[config.mk]
export PLATFORM = sky130hd
export DESIGN_NAME = multi_cycle_ctrl
export DESIGN_NICKNAME = d
export VERILOG_FILES = /design/src/rtl/multi_cycle_ctrl_pkg.sv /design/src/rtl/mc_wait_timer.sv /design/src/rtl/multi_cycle_ctrl.sv
export SDC_FILE = /design/constraint.sdc
export NUM_CORES = 1
export LEC_CHECK = 0
export BUFFER_PORTS_ARGS = -buffer_cell sky130_fd_sc_hd__buf_2
export CAP_MARGIN = 20
export CORE_MARGIN = 2
export CORE_UTILIZATION = 29
export CTS_BUF_LIST = sky130_fd_sc_hd__clkbuf_16
export DETAILED_ROUTE_END_ITERATION = 10
export MAX_ROUTING_LAYER = met4
export PLACE_DENSITY = 0.54
export RECOVER_POWER = 50
export SLEW_MARGIN = 20
export SYNTH_ARGS = -nofsm -noshare
export SYNTH_HDL_FRONTEND = slang
export SYNTH_SLANG_ARGS = --single-unit
[constraint.sdc]
create_clock -name clk -period 3 [get_ports clk]
set_input_delay 0.6 -clock clk [delete_from_list [all_inputs] [get_ports clk]]
set_output_delay 0.6 -clock clk [all_outputs]
set_load 0.02 [all_outputs]
[src/rtl/multi_cycle_ctrl_pkg.sv]
// Shared definitions for the multi-cycle RISC-V controller and its datapath:
// state codes, opcode and funct3 constants, ALU operation codes, control bundle.
package multi_cycle_ctrl_pkg;

  typedef enum logic [2:0] {
    S_FETCH  = 3'd0,
    S_DECODE = 3'd1,
    S_EXEC   = 3'd2,
    S_MEM    = 3'd3,
    S_WB     = 3'd4,
    S_TRAP   = 3'd5
  } state_e;

  typedef enum logic [1:0] {
    ALU_ADD    = 2'b00,
    ALU_BRANCH = 2'b01,
    ALU_RTYPE  = 2'b10,
    ALU_ITYPE  = 2'b11
  } alu_op_e;

  localparam logic [6:0] OPC_RTYPE  = 7'b0110011;
  localparam logic [6:0] OPC_ITYPE  = 7'b0010011;
  localparam logic [6:0] OPC_LOAD   = 7'b0000011;
  localparam logic [6:0] OPC_STORE  = 7'b0100011;
  localparam logic [6:0] OPC_BRANCH = 7'b1100011;

  localparam logic [2:0] F3_BEQ = 3'b000;
  localparam logic [2:0] F3_BNE = 3'b001;

  typedef struct packed {
    logic    pc_write;
    logic    pc_src;
    logic    ir_write;
    logic    mem_read;
    logic    mem_write;
    logic    i_or_d;
    logic    alu_src;
    logic    reg_write;
    logic    mem_to_reg;
    alu_op_e alu_op;
    logic    halted;
  } ctrl_t;

  localparam ctrl_t CTRL_IDLE = '0;

  function automatic logic opcode_supported(input logic [6:0] opcode);
    return opcode inside {OPC_RTYPE, OPC_ITYPE, OPC_LOAD, OPC_STORE, OPC_BRANCH};
  endfunction

  // Only BEQ and BNE are decoded; every other funct3 falls through untaken.
  function automatic logic branch_taken(input logic [2:0] funct3, input logic zero);
    return ((funct3 == F3_BEQ) && zero) || ((funct3 == F3_BNE) && !zero);
  endfunction

endpackage

[src/rtl/mc_wait_timer.sv]
// Memory wait counter: counts stalled cycles in FETCH/MEM and flags the timeout
// cycle, i.e. the cycle where the count has reached the limit and memory is still busy.
module mc_wait_timer
  import multi_cycle_ctrl_pkg::*;
#(
  parameter int unsigned TIMEOUT = 15
) (
  input  logic clk,
  input  logic rst,
  input  logic clear,
  input  logic waiting,
  output logic timeout
);

  localparam logic [3:0] LIMIT = 4'(TIMEOUT);

  logic [3:0] wait_cnt_q, wait_cnt_d;

  // NOTE: every always_comb output gets a default first so no path can infer a latch.
  always_comb begin
    wait_cnt_d = wait_cnt_q;
    if (clear) begin
      wait_cnt_d = '0;
    end else if (waiting && (wait_cnt_q != LIMIT)) begin
      wait_cnt_d = wait_cnt_q + 4'd1;
    end
  end

  // NOTE: state registers use non-blocking assignments so all flops update together at the edge.
  always_ff @(posedge clk) begin
    if (rst) begin
      wait_cnt_q <= '0;
    end else begin
      wait_cnt_q <= wait_cnt_d;
    end
  end

  assign timeout = waiting && (wait_cnt_q == LIMIT);

endmodule

[src/rtl/multi_cycle_ctrl.sv]
// Multi-cycle RV32 control FSM: sequences FETCH/DECODE/EXEC/MEM/WB, decodes the
// datapath controls from the registered state and the IR, and counts retired instructions.
module multi_cycle_ctrl
  import multi_cycle_ctrl_pkg::*;
#(
  parameter int unsigned TIMEOUT = 15
) (
  input  logic        clk,
  input  logic        rst,
  input  logic [31:0] inst,
  input  logic        zero,
  input  logic        mem_ready,
  output logic        pc_write,
  output logic        pc_src,
  output logic        ir_write,
  output logic        mem_read,
  output logic        mem_write,
  output logic        i_or_d,
  output logic        alu_src,
  output logic        reg_write,
  output logic        mem_to_reg,
  output logic [1:0]  alu_op,
  output logic [2:0]  state,
  output logic        halted,
  output logic [31:0] instret
);

  state_e      state_q, state_d;
  logic [31:0] instret_q, instret_d;
  ctrl_t       ctrl;
  logic        retire;
  logic        waiting;
  logic        timer_clear;
  logic        timeout;

  logic [6:0] opcode;
  logic [2:0] funct3;
  logic       is_store;
  logic       is_load;

  assign opcode   = inst[6:0];
  assign funct3   = inst[14:12];
  assign is_store = (opcode == OPC_STORE);
  assign is_load  = (opcode == OPC_LOAD);

  always_comb begin
    state_d = state_q;
    ctrl    = CTRL_IDLE;
    retire  = 1'b0;
    case (state_q)
      S_FETCH: begin
        ctrl.mem_read = 1'b1;
        if (mem_ready) begin
          ctrl.ir_write = 1'b1;
          ctrl.pc_write = 1'b1;
          state_d       = S_DECODE;
        end else if (timeout) begin
          state_d = S_TRAP;
        end
      end
      S_DECODE: begin
        state_d = opcode_supported(opcode) ? S_EXEC : S_TRAP;
      end
      S_EXEC: begin
        case (opcode)
          OPC_RTYPE: begin
            ctrl.alu_op = ALU_RTYPE;
            state_d     = S_WB;
          end
          OPC_ITYPE: begin
            ctrl.alu_op  = ALU_ITYPE;
            ctrl.alu_src = 1'b1;
            state_d      = S_WB;
          end
          OPC_LOAD, OPC_STORE: begin
            ctrl.alu_op  = ALU_ADD;
            ctrl.alu_src = 1'b1;
            state_d      = S_MEM;
          end
          OPC_BRANCH: begin
            ctrl.alu_op   = ALU_BRANCH;
            ctrl.pc_write = branch_taken(funct3, zero);
            ctrl.pc_src   = branch_taken(funct3, zero);
            retire        = 1'b1;
            state_d       = S_FETCH;
          end
          default: state_d = S_TRAP;
        endcase
      end
      S_MEM: begin
        ctrl.i_or_d    = 1'b1;
        ctrl.alu_src   = 1'b1;
        ctrl.mem_write = is_store;
        ctrl.mem_read  = !is_store;
        if (mem_ready) begin
          retire  = is_store;
          state_d = is_store ? S_FETCH : S_WB;
        end else if (timeout) begin
          state_d = S_TRAP;
        end
      end
      S_WB: begin
        ctrl.reg_write  = is_load;
        ctrl.mem_to_reg = is_load;
        retire          = 1'b1;
        state_d         = S_FETCH;
      end
      S_TRAP: begin
        ctrl.halted = 1'b1;
      end
      // Codes 6 and 7 are unreachable in normal operation; treat them as faults.
      default: state_d = S_TRAP;
    endcase
  end

  // The timer restarts whenever a memory-access state is entered from elsewhere.
  assign waiting     = ((state_q == S_FETCH) || (state_q == S_MEM)) && !mem_ready;
  assign timer_clear = ((state_d == S_FETCH) || (state_d == S_MEM)) && (state_d != state_q);
  assign instret_d   = retire ? instret_q + 32'd1 : instret_q;

  mc_wait_timer #(
    .TIMEOUT(TIMEOUT)
  ) u_wait_timer (
    .clk    (clk),
    .rst    (rst),
    .clear  (timer_clear),
    .waiting(waiting),
    .timeout(timeout)
  );

  always_ff @(posedge clk) begin
    if (rst) begin
      state_q   <= S_FETCH;
      instret_q <= '0;
    end else begin
      state_q   <= state_d;
      instret_q <= instret_d;
    end
  end

  assign pc_write   = ctrl.pc_write;
  assign pc_src     = ctrl.pc_src;
  assign ir_write   = ctrl.ir_write;
  assign mem_read   = ctrl.mem_read;
  assign mem_write  = ctrl.mem_write;
  assign i_or_d     = ctrl.i_or_d;
  assign alu_src    = ctrl.alu_src;
  assign reg_write  = ctrl.reg_write;
  assign mem_to_reg = ctrl.mem_to_reg;
  assign alu_op     = ctrl.alu_op;
  assign halted     = ctrl.halted;
  assign state      = state_q;
  assign instret    = instret_q;

  // Immediate and register fields belong to the datapath, not the controller.
  logic unused_inst_bits;
  assign unused_inst_bits = ^{inst[31:15], inst[11:7]};

endmodule

Word-level counts from Yosys, hierarchy flattened
Cells that the tools add are included. Widths: inputs -> output; s select.

Latch bits: 0. Bits in writable memories: 0. Bits in read-only memories: 0. Output and inout port bits: 47. Input port bits: 36. Logic and storage cells: 63. Register bits after elaboration: 39. Memories kept: 0.

$lt $le $gt $ge: 0. Shift-type cells: 0. Multiply operators: 0. Equal/unequal tests: 15. Bitwise gates (word level): 0. Add/sub/neg operators: 2. Muxes and demuxes: 23. Divide/modulo/power cells: 0. Reductions and logical operators: 20.

Operator list (count): $add 32x1->32 const B (1); $pmux 3 s6 (1); $mux 3 (5); $eq 7x6->1 const B (2); $eq 3x2->1 const B (3); $logic_not 3->1 (3); $pmux 3 s3 (1); $mux 2 (4); $eq 7x2->1 const B (1); $eq 7x5->1 const B (1); $eq 7x7->1 const B (1); $mux 1 (7); $eq 3x1->1 const B (2); $eq 3x3->1 const B (2); $logic_and 1x1->1 (6); $pmux 1 s2 (3); $pmux 2 s3 (1); $reduce_or 2->1 (3); $reduce_bool 5->1 (1); $add 4x1->4 const B (1); $eq 4x4->1 const B (1); $ne 4x4->1 const B (1); $logic_not 1->1 (3); $logic_or 1x1->1 (3); 3 further kinds (3).

Longest topological paths before layout
Gate-level depths: netlist of the first run.

Word-level depth: 11. Depth in mapped cells: 9. Gate-level depth less buffers: 6.

Hierarchy
Synthesis of the first run repeated with hierarchy kept, for this count alone.

Cell total of the unflattened synthesis: 283. Area, all modules: 2203.4 um^2.

Modules (own cells, without submodules): multi_cycle_ctrl (sequential area each 700.7 um^2, area an instance 2011.9 um^2, times used 1, cells each 260); mc_wait_timer (sequential area each 80.1 um^2, area an instance 191.4 um^2, times used 1, cells each 23).

Least setup slack after synthesis of the first run
Ideal clock, no wire load.

Kind: input port to output port. Start: input port inst[3]. End: output port reg_write. Required time: 2.400 ns. Path slack: 0.081 ns. Buffers on the path: 1. Cell stages on the path: 4. Arrival: 2.319 ns. Cells stage by stage: nor4bb_1 nand2_1 nor4b_1 buf_4.

Longest elaborated chain between the ends: 2.

Ends and longest elaborated chain: start: declaration (RTL line multi_cycle_ctrl.sv:10) `input logic [31:0] inst,`; $eq 7x2->1 (RTL line multi_cycle_ctrl.sv:44) `assign is_load = (opcode == OPC_LOAD);`; $mux 2 (RTL line multi_cycle_ctrl.sv:50) `case (state_q)`; end: declaration (RTL line multi_cycle_ctrl.sv:20) `output logic reg_write,`.

Every way passes these cells.

Final worst setup path of the first run
Start: input port inst[5]. End: register instret_q[24] (netlist: instret[24]).

Longest elaborated chain between the ends: 3. Elaborated cells between the ends (all ways): 5. Those cells by class: eq/ne (2); mux (3).

Ends and longest elaborated chain: $eq 7x6->1 or $eq 7x7->1 (tied branches) (RTL line multi_cycle_ctrl.sv:43, multi_cycle_ctrl.sv:65); $mux 1, on equally long branches (RTL line multi_cycle_ctrl.sv:95, multi_cycle_ctrl.sv:65); $pmux 1 s3 (*) (RTL line multi_cycle_ctrl.sv:50); end signal: assignment (RTL line multi_cycle_ctrl.sv:137) `instret_q <= instret_d;`; end: declaration (RTL line multi_cycle_ctrl.sv:29) `logic [31:0] instret_q, instret_d;`.

Mark *: on every way between the ends. The rest lies on a longest branch, timed or not. A chain may end at the register's enable or synchronous reset.

==> results of run 1 <==
[power groups by stage]
| stage | clock network, mW | logic (mW) | registers, mW |
|---|---|---|---|
| after CTS | 0.556 | 0.120 | 0.541 |
| after global routing | 0.573 | 0.129 | 0.542 |
| final | 0.543 | 0.117 | 0.541 |
| after floorplan | 0 | 0.0763 | 0.551 |
| after global placement | 0 | 0.117 | 0.552 |
| after detailed placement | 0 | 0.119 | 0.553 |
[synthesized netlist by cell type, types with 3 or more instances]
cell / instances
o21a_1: 6
or2_2: 5
nand4_1: 8
nor4_1: 3
o31ai_1: 16
nand2_1: 20
and3_1: 5
nor3_1: 4
xnor2_1: 5
inv_1: 3
a31oi_1: 5
clkbuf_1: 17
and4_1: 6
o21ai_0: 7
a21o_1: 3
xor2_1: 3
mux2i_1: 4
or4_1: 19
o31a_1: 3
nand2b_1: 6
dfxtp_1: 39
a21oi_1: 29
a2111oi_0: 3
nand3_1: 17
or3_1: 6
nor2_1: 16
[sequential cells by signal (all words and copies together), names as in the netlist]
name                     flops
state                        3
u_wait_timer.wait_cnt_q      4
instret                     32
[per-stage QoR]
step	area, µm²	setup slack, ns
finish	2903	0.3936
global route	2903	0.2435
CTS	2958	0.5141
detailed placement	2809	0.2184
global placement	2809	0.2460
floorplan	2404	0.08119
[routing by layer]
| layer | track usage, % | up-vias | part of all wire, % |
|---|---|---|---|
| li1 | - | 1278 | - |
| met1 | 20.23 | 1174 | 48 |
| met2 | 24.82 | 64 | 46 |
| met3 | 2.609 | 7 | 5.2 |
| met4 | 3.865 | 0 | 0.76 |
| met5 | - | - | 0 |
[layout make-up]
class / count / area share (%)
multi-input cells: 233 / 52.16
flip-flops and latches: 39 / 26.90
repair buffers: 69 / 10.78
well taps: 105 / 4.526
clock buffers: 5 / 4.310
clock inverters: 3 / 0.8190
inverters: 4 / 0.5172
[cells by family after synthesis]
kind of cell             Yosys count
buffers and inverters             27
multiplexers                       4
AO/OA/AOI/OAI                     89
adder cells (fa/ha/maj)            2
XOR/XNOR                           8
AND/OR/NAND/NOR                  130
flip-flops                        39
[worst max-delay path, stage by stage]
cell and delay (ns):
clkbuf_1 0.25, or3b_1 0.39, or4_1 0.60, and3_4 0.31
or4_1 0.52, a21oi_1 0.15
[how the worst max path moves through the flow]
stage,startpoint,endpoint,slack (ns)
6_report,inst[5],instret[24]$_SDFFE_PP0P_,0.39
5_1_grt,inst[5],instret[22]$_SDFFE_PP0P_,0.24
4_1_cts,inst[4],instret[24]$_SDFFE_PP0P_,0.51
3_5_place_dp,inst[4],instret[24]$_SDFFE_PP0P_,0.22
3_3_place_gp,inst[4],instret[30]$_SDFFE_PP0P_,0.25
2_1_floorplan,inst[3],reg_write,0.08
==> metrics.txt, run 1 <==
Clock Power Share=45.2%; die area=0.009033 mm²; f_max=383.7 MHz; Non-Filler Instances=458; nets@finish=390; largest net degree at the start of global routing=29; commonest non-fill, non-tap cell in the layout=dfxtp_1; post-synthesis register bit count=39; synthesized netlist cell count=~300; top-area cell type share of the netlist area=32.48%; HP Class=reg -> reg; post-synthesis sequential area ratio=32.48%; Setup-failing EPs final=0; share of layout cells above drive strength 1=13.31%; crit path time final=2.606 ns; worst-margin pin slew=1.138 ns; I/O pin total=83; type of origin of the critical path=input pin; violation count after the first detailed-route iteration=113; Yosys cell types=56; Clock Root Buffer=clkbuf_16; internal power=0.8847 mW; critical path class=in -> reg; Post-synth top flop=dfxtp_1; Adder-Cell Fraction of Synth Area=roughly 1.0%; area grow syn2layout=20.77%; hold slack=about 0.48 ns; Final GP Congestion=between 0.8 and 0.9; final-report max-slew violation count=0; hold wc startpoint=instret[31]$_SDFFE_PP0P_; CTS Sinks=39; initial antenna violation count=0; vias per cell=between 5 and 6; Post-CTS Hold Fix Bufs=0; Ys Warns=0; TritonCTS clock tree=yes; drt first pass iters=4; Port-buffer cells=60; sw power=0.3163 mW; clk_lat worst skew=approximately 0.28 ns; post-synthesis mux area share=under 10%; required time of the worst setup path=3.22 ns; status=finished, final reports clean; ANT cells=0; multi-input logic area=~0.0015 mm²; filler cell count=870; synth top area cells=dfxtp_1, a21oi_1, or4_1, o31ai_1, nand3_1; Flop pwr share=45.1%; DR vias=2,523; Syn Std Cell Area=0.002404 mm²; maximum clock insertion buffer count=2; Final period util=86.88%; Hold Path Depth=2; CP Max Fanout=19; Final Hold Vio Count=0; Initial Util=29.55%; CP endpoint kind=register; die width=around 95 µm; Syn Nets=about 340; Mean Syn Cell Area=8.039 µm²; sw frac=26.33%; post-CTS sizing=0; CTS buffer count=5; Post-DRT Antenna Nets=0; Cells after DPL=450; worst reg2reg startpoint=instret[1]$_SDFFE_PP0P_; most frequent cells in the layout=dfxtp_1, clkbuf_1, a21oi_1, buf_2, nand2_1; total number of H-tree levels=2; maxcap violations=0; r2r setup slk=0.57 ns; Async SR Flop Fraction=0%; Pwr Total=1.201 mW; Hold Path Sink=instret[31]$_SDFFE_PP0P_; Post-synth EDFFs=0; die height=95.04 µm; grt total ovfl=0; Core ar.=0.008134 mm²; Worst R2R Path Depth=6; post-DP HPWL=4.823 mm; first-pass GRT wire length=10.94 mm; Compound-Gate Fraction of Synth Area=24.93%; Max VDD drop=0.0003124 V; total negative setup slack=0 ns; total wire length=6.738 mm; number of global-route vias before repair=2,301; main combinational cell family by area after synthesis=simple AND/OR/NAND/NOR gates; Rel. slew slack=24.04%; XOR/XNOR Fraction of Synth Area=2.915%; Worst EP arrival=~2.8 ns; row count=33; storage element area=approximately 780 µm²; clock transition at the registers of the reported paths=around 0.06 ns; All-Layer GR Usage=15.43%; Lkg Pwr=0.9232 nW; WL per Instance=14.71 µm; final core occ=35.69%; setup repair bufs after CTS=0; PD cells=413.7 mW/mm²; worst reg2reg endpoint=instret[24]$_SDFFE_PP0P_; skew final=0.004327 ns; RSZ-0062 raised after global routing=false; post-synth top area cell=dfxtp_1; Simple-Gate Fraction of Synth Area=32.17%; # DRC=0; combinational fraction of design power=9.8%
Note: power is estimated with default switching activity, not from simulation.
==> run 2: changes to the inputs <==
--- a/config.mk
+++ b/config.mk
@@ -5,6 +5,7 @@
 export SDC_FILE = /design/constraint.sdc
 export NUM_CORES = 1
 export LEC_CHECK = 0
+export ABC_CLOCK_PERIOD_IN_PS = 3000
 export BUFFER_PORTS_ARGS = -buffer_cell sky130_fd_sc_hd__buf_2
 export CAP_MARGIN = 20
 export CORE_MARGIN = 2
@@ -13,7 +14,7 @@
 export DETAILED_ROUTE_END_ITERATION = 10
 export MAX_ROUTING_LAYER = met4
 export PLACE_DENSITY = 0.54
-export RECOVER_POWER = 50
+export RECOVER_POWER = 100
 export SLEW_MARGIN = 20
 export SYNTH_ARGS = -nofsm -noshare
 export SYNTH_HDL_FRONTEND = slang
==> run 2 against run 1 <==
  * Total power down 0.30%
  * Worst setup slack better by 0.0050 ns
  * Clock-buffer cell count did not move
  * Via count decreased by 0.28%
  * Clock power hardly changed
  * Highest routed layer unchanged
==> metrics.txt, run 2 (synthesis gave the netlist of run 1 again) <==
total number of H-tree levels=2 (unchanged); die area=0.009033 mm² (unchanged); # DRC=0 (unchanged); maxcap violations=0 (unchanged); Post-CTS Hold Fix Bufs=0 (unchanged); PD cells=415.5 mW/mm² (+0.43%); Core ar.=0.008134 mm² (unchanged); CTS buffer count=5 (unchanged); multi-input logic area=0.001514 mm² (unchanged); HP Class=reg -> reg; share of layout cells above drive strength 1=9.632% (-3.7 points); post-DP HPWL=4.823 mm (unchanged); met3 WL post-DR=333 µm (-4.9%); status=finished, final reports clean; grt total ovfl=0 (unchanged); Top Layer Used=met4; commonest non-fill, non-tap cell in the layout=clkbuf_1; Lkg Pwr=0.8720 nW (-5.5%); total wire length=6.672 mm (-0.98%); row count=33 (unchanged); Initial Util=29.55% (unchanged); Final Hold Vio Count=0 (unchanged); drt first pass iters=4 (unchanged); Port-buffer cells=60 (unchanged); Max VDD drop=0.0003121 V (about the same); filler cell count=879 (+1.0%); RSZ-0062 raised after global routing=false; largest net degree at the start of global routing=29 (unchanged); TritonCTS clock tree=yes; f_max=384.4 MHz (+0.19%); total negative setup slack=0 ns (unchanged); post-CTS sizing=0 (unchanged); die height=95.04 µm (unchanged); worst-margin pin slew=1.116 ns (-0.02267 ns); post-route cell area=0.002882 mm² (-0.73%); Final GP Congestion=0.8923 (unchanged); CP Max Fanout=19 (unchanged); CP endpoint kind=register; max reg flops=32 (unchanged); maximum clock insertion buffer count=2 (unchanged); initial antenna violation count=0 (unchanged); Post-DRT Antenna Nets=0 (unchanged); WL per Instance=14.57 µm (-0.98%); final-report max-slew violation count=0 (unchanged); Setup-failing EPs final=0 (unchanged); required time of the worst setup path=3.22 ns (about the same); most frequent cells in the layout=clkbuf_1, dfxtp_1, a21oi_1, nand2_1, or4_1; crit path time final=2.601 ns (-0.005048 ns); skew final=0.004592 ns (+0.0002649 ns); met2 WL=3.088 mm (+0.42%); critical path class=in -> reg; met1 wire length=3.198 mm (-1.9%); nets@finish=390 (unchanged); Final period util=86.71% (-0.17 points); violation count after the first detailed-route iteration=120 (+6.2%); clock transition at the registers of the reported paths=0.06 ns (about the same); Worst EP arrival=2.82 ns (about the same); clk_lat worst skew=0.28 ns (about the same); first-pass GRT wire length=10.94 mm (unchanged); hold slack=0.4818 ns (-0.0001090 ns); Rel. slew slack=25.55% (+1.5 points); CTS Sinks=39 (unchanged); All-Layer GR Usage=15.43% (unchanged); die width=95.04 µm (unchanged); Clock Root Buffer=clkbuf_16; DR vias=2,516 (-0.28%); ANT cells=0 (unchanged); I/O pin total=83 (unchanged); storage element area=780.7 µm² (unchanged); setup repair bufs after CTS=0 (unchanged); dpl cell area=0.002809 mm² (unchanged); type of origin of the critical path=input pin; area grow syn2layout=19.89%; vias per cell=5.493 (-0.28%); number of global-route vias before repair=2,301 (unchanged)
-- run 2: changes by cell type in the layout (fill, tap and decap cells not counted), sizes merged --
cell and change:
buf -13, clkbuf +13
-- run 2: power breakdown --
part / switching, mW / leakage [nW] / internal (mW)
registers: 0.0135 / 0.315 / 0.527
clock network: 0.232 / 0.0664 / 0.311
logic: 0.0705 / 0.491 / 0.0430
-- run 2: stage by stage --
stage	total power, mW	setup slack [ns]	utilization [%]	instances
2_1_floorplan	0.6274	0.08119	-	299
3_3_place_gp	0.6686	0.2460	34.53	450
3_5_place_dp	0.6713	0.2184	34.53	450
4_1_cts	1.216	0.5141	36.36	458
5_1_grt	1.241	0.2254	35.43	458
6_report	1.197	0.3986	35.43	458
-- run 2: cell type report --
cell class	count	share of cell area, %
repair buffers	69	10.12
inverters	4	0.5211
multi-input cells	233	52.54
clock inverters	3	0.8250
flip-flops and latches	39	27.10
clock buffers	5	4.342
well taps	105	4.559
-- run 2: worst paths after layout --
path / startpoint / end / slack (ns) / depth (start not counted)
max: inst[5] / instret[24]$_SDFFE_PP0P_ / 0.40 / 6
min: instret[31]$_SDFFE_PP0P_ / instret[31]$_SDFFE_PP0P_ / 0.48 / 2
max reg2reg: instret[1]$_SDFFE_PP0P_ / instret[24]$_SDFFE_PP0P_ / 0.57 / 6
min reg2reg: instret[31]$_SDFFE_PP0P_ / instret[31]$_SDFFE_PP0P_ / 0.48 / 2
-- run 2: critical path: stages --
cell and delay [ns]:
clkbuf_1 0.25, or3b_1 0.39, or4_1 0.60, and3_4 0.31
or4_1 0.52, a21oi_1 0.15
-- run 2: layer usage --
layer  global-route usage (%)  up-vias
li1                         -     1275
met1                    20.23     1166
met2                    24.82       68
met3                    2.609        7
met4                    3.865        0
met5                        -        -
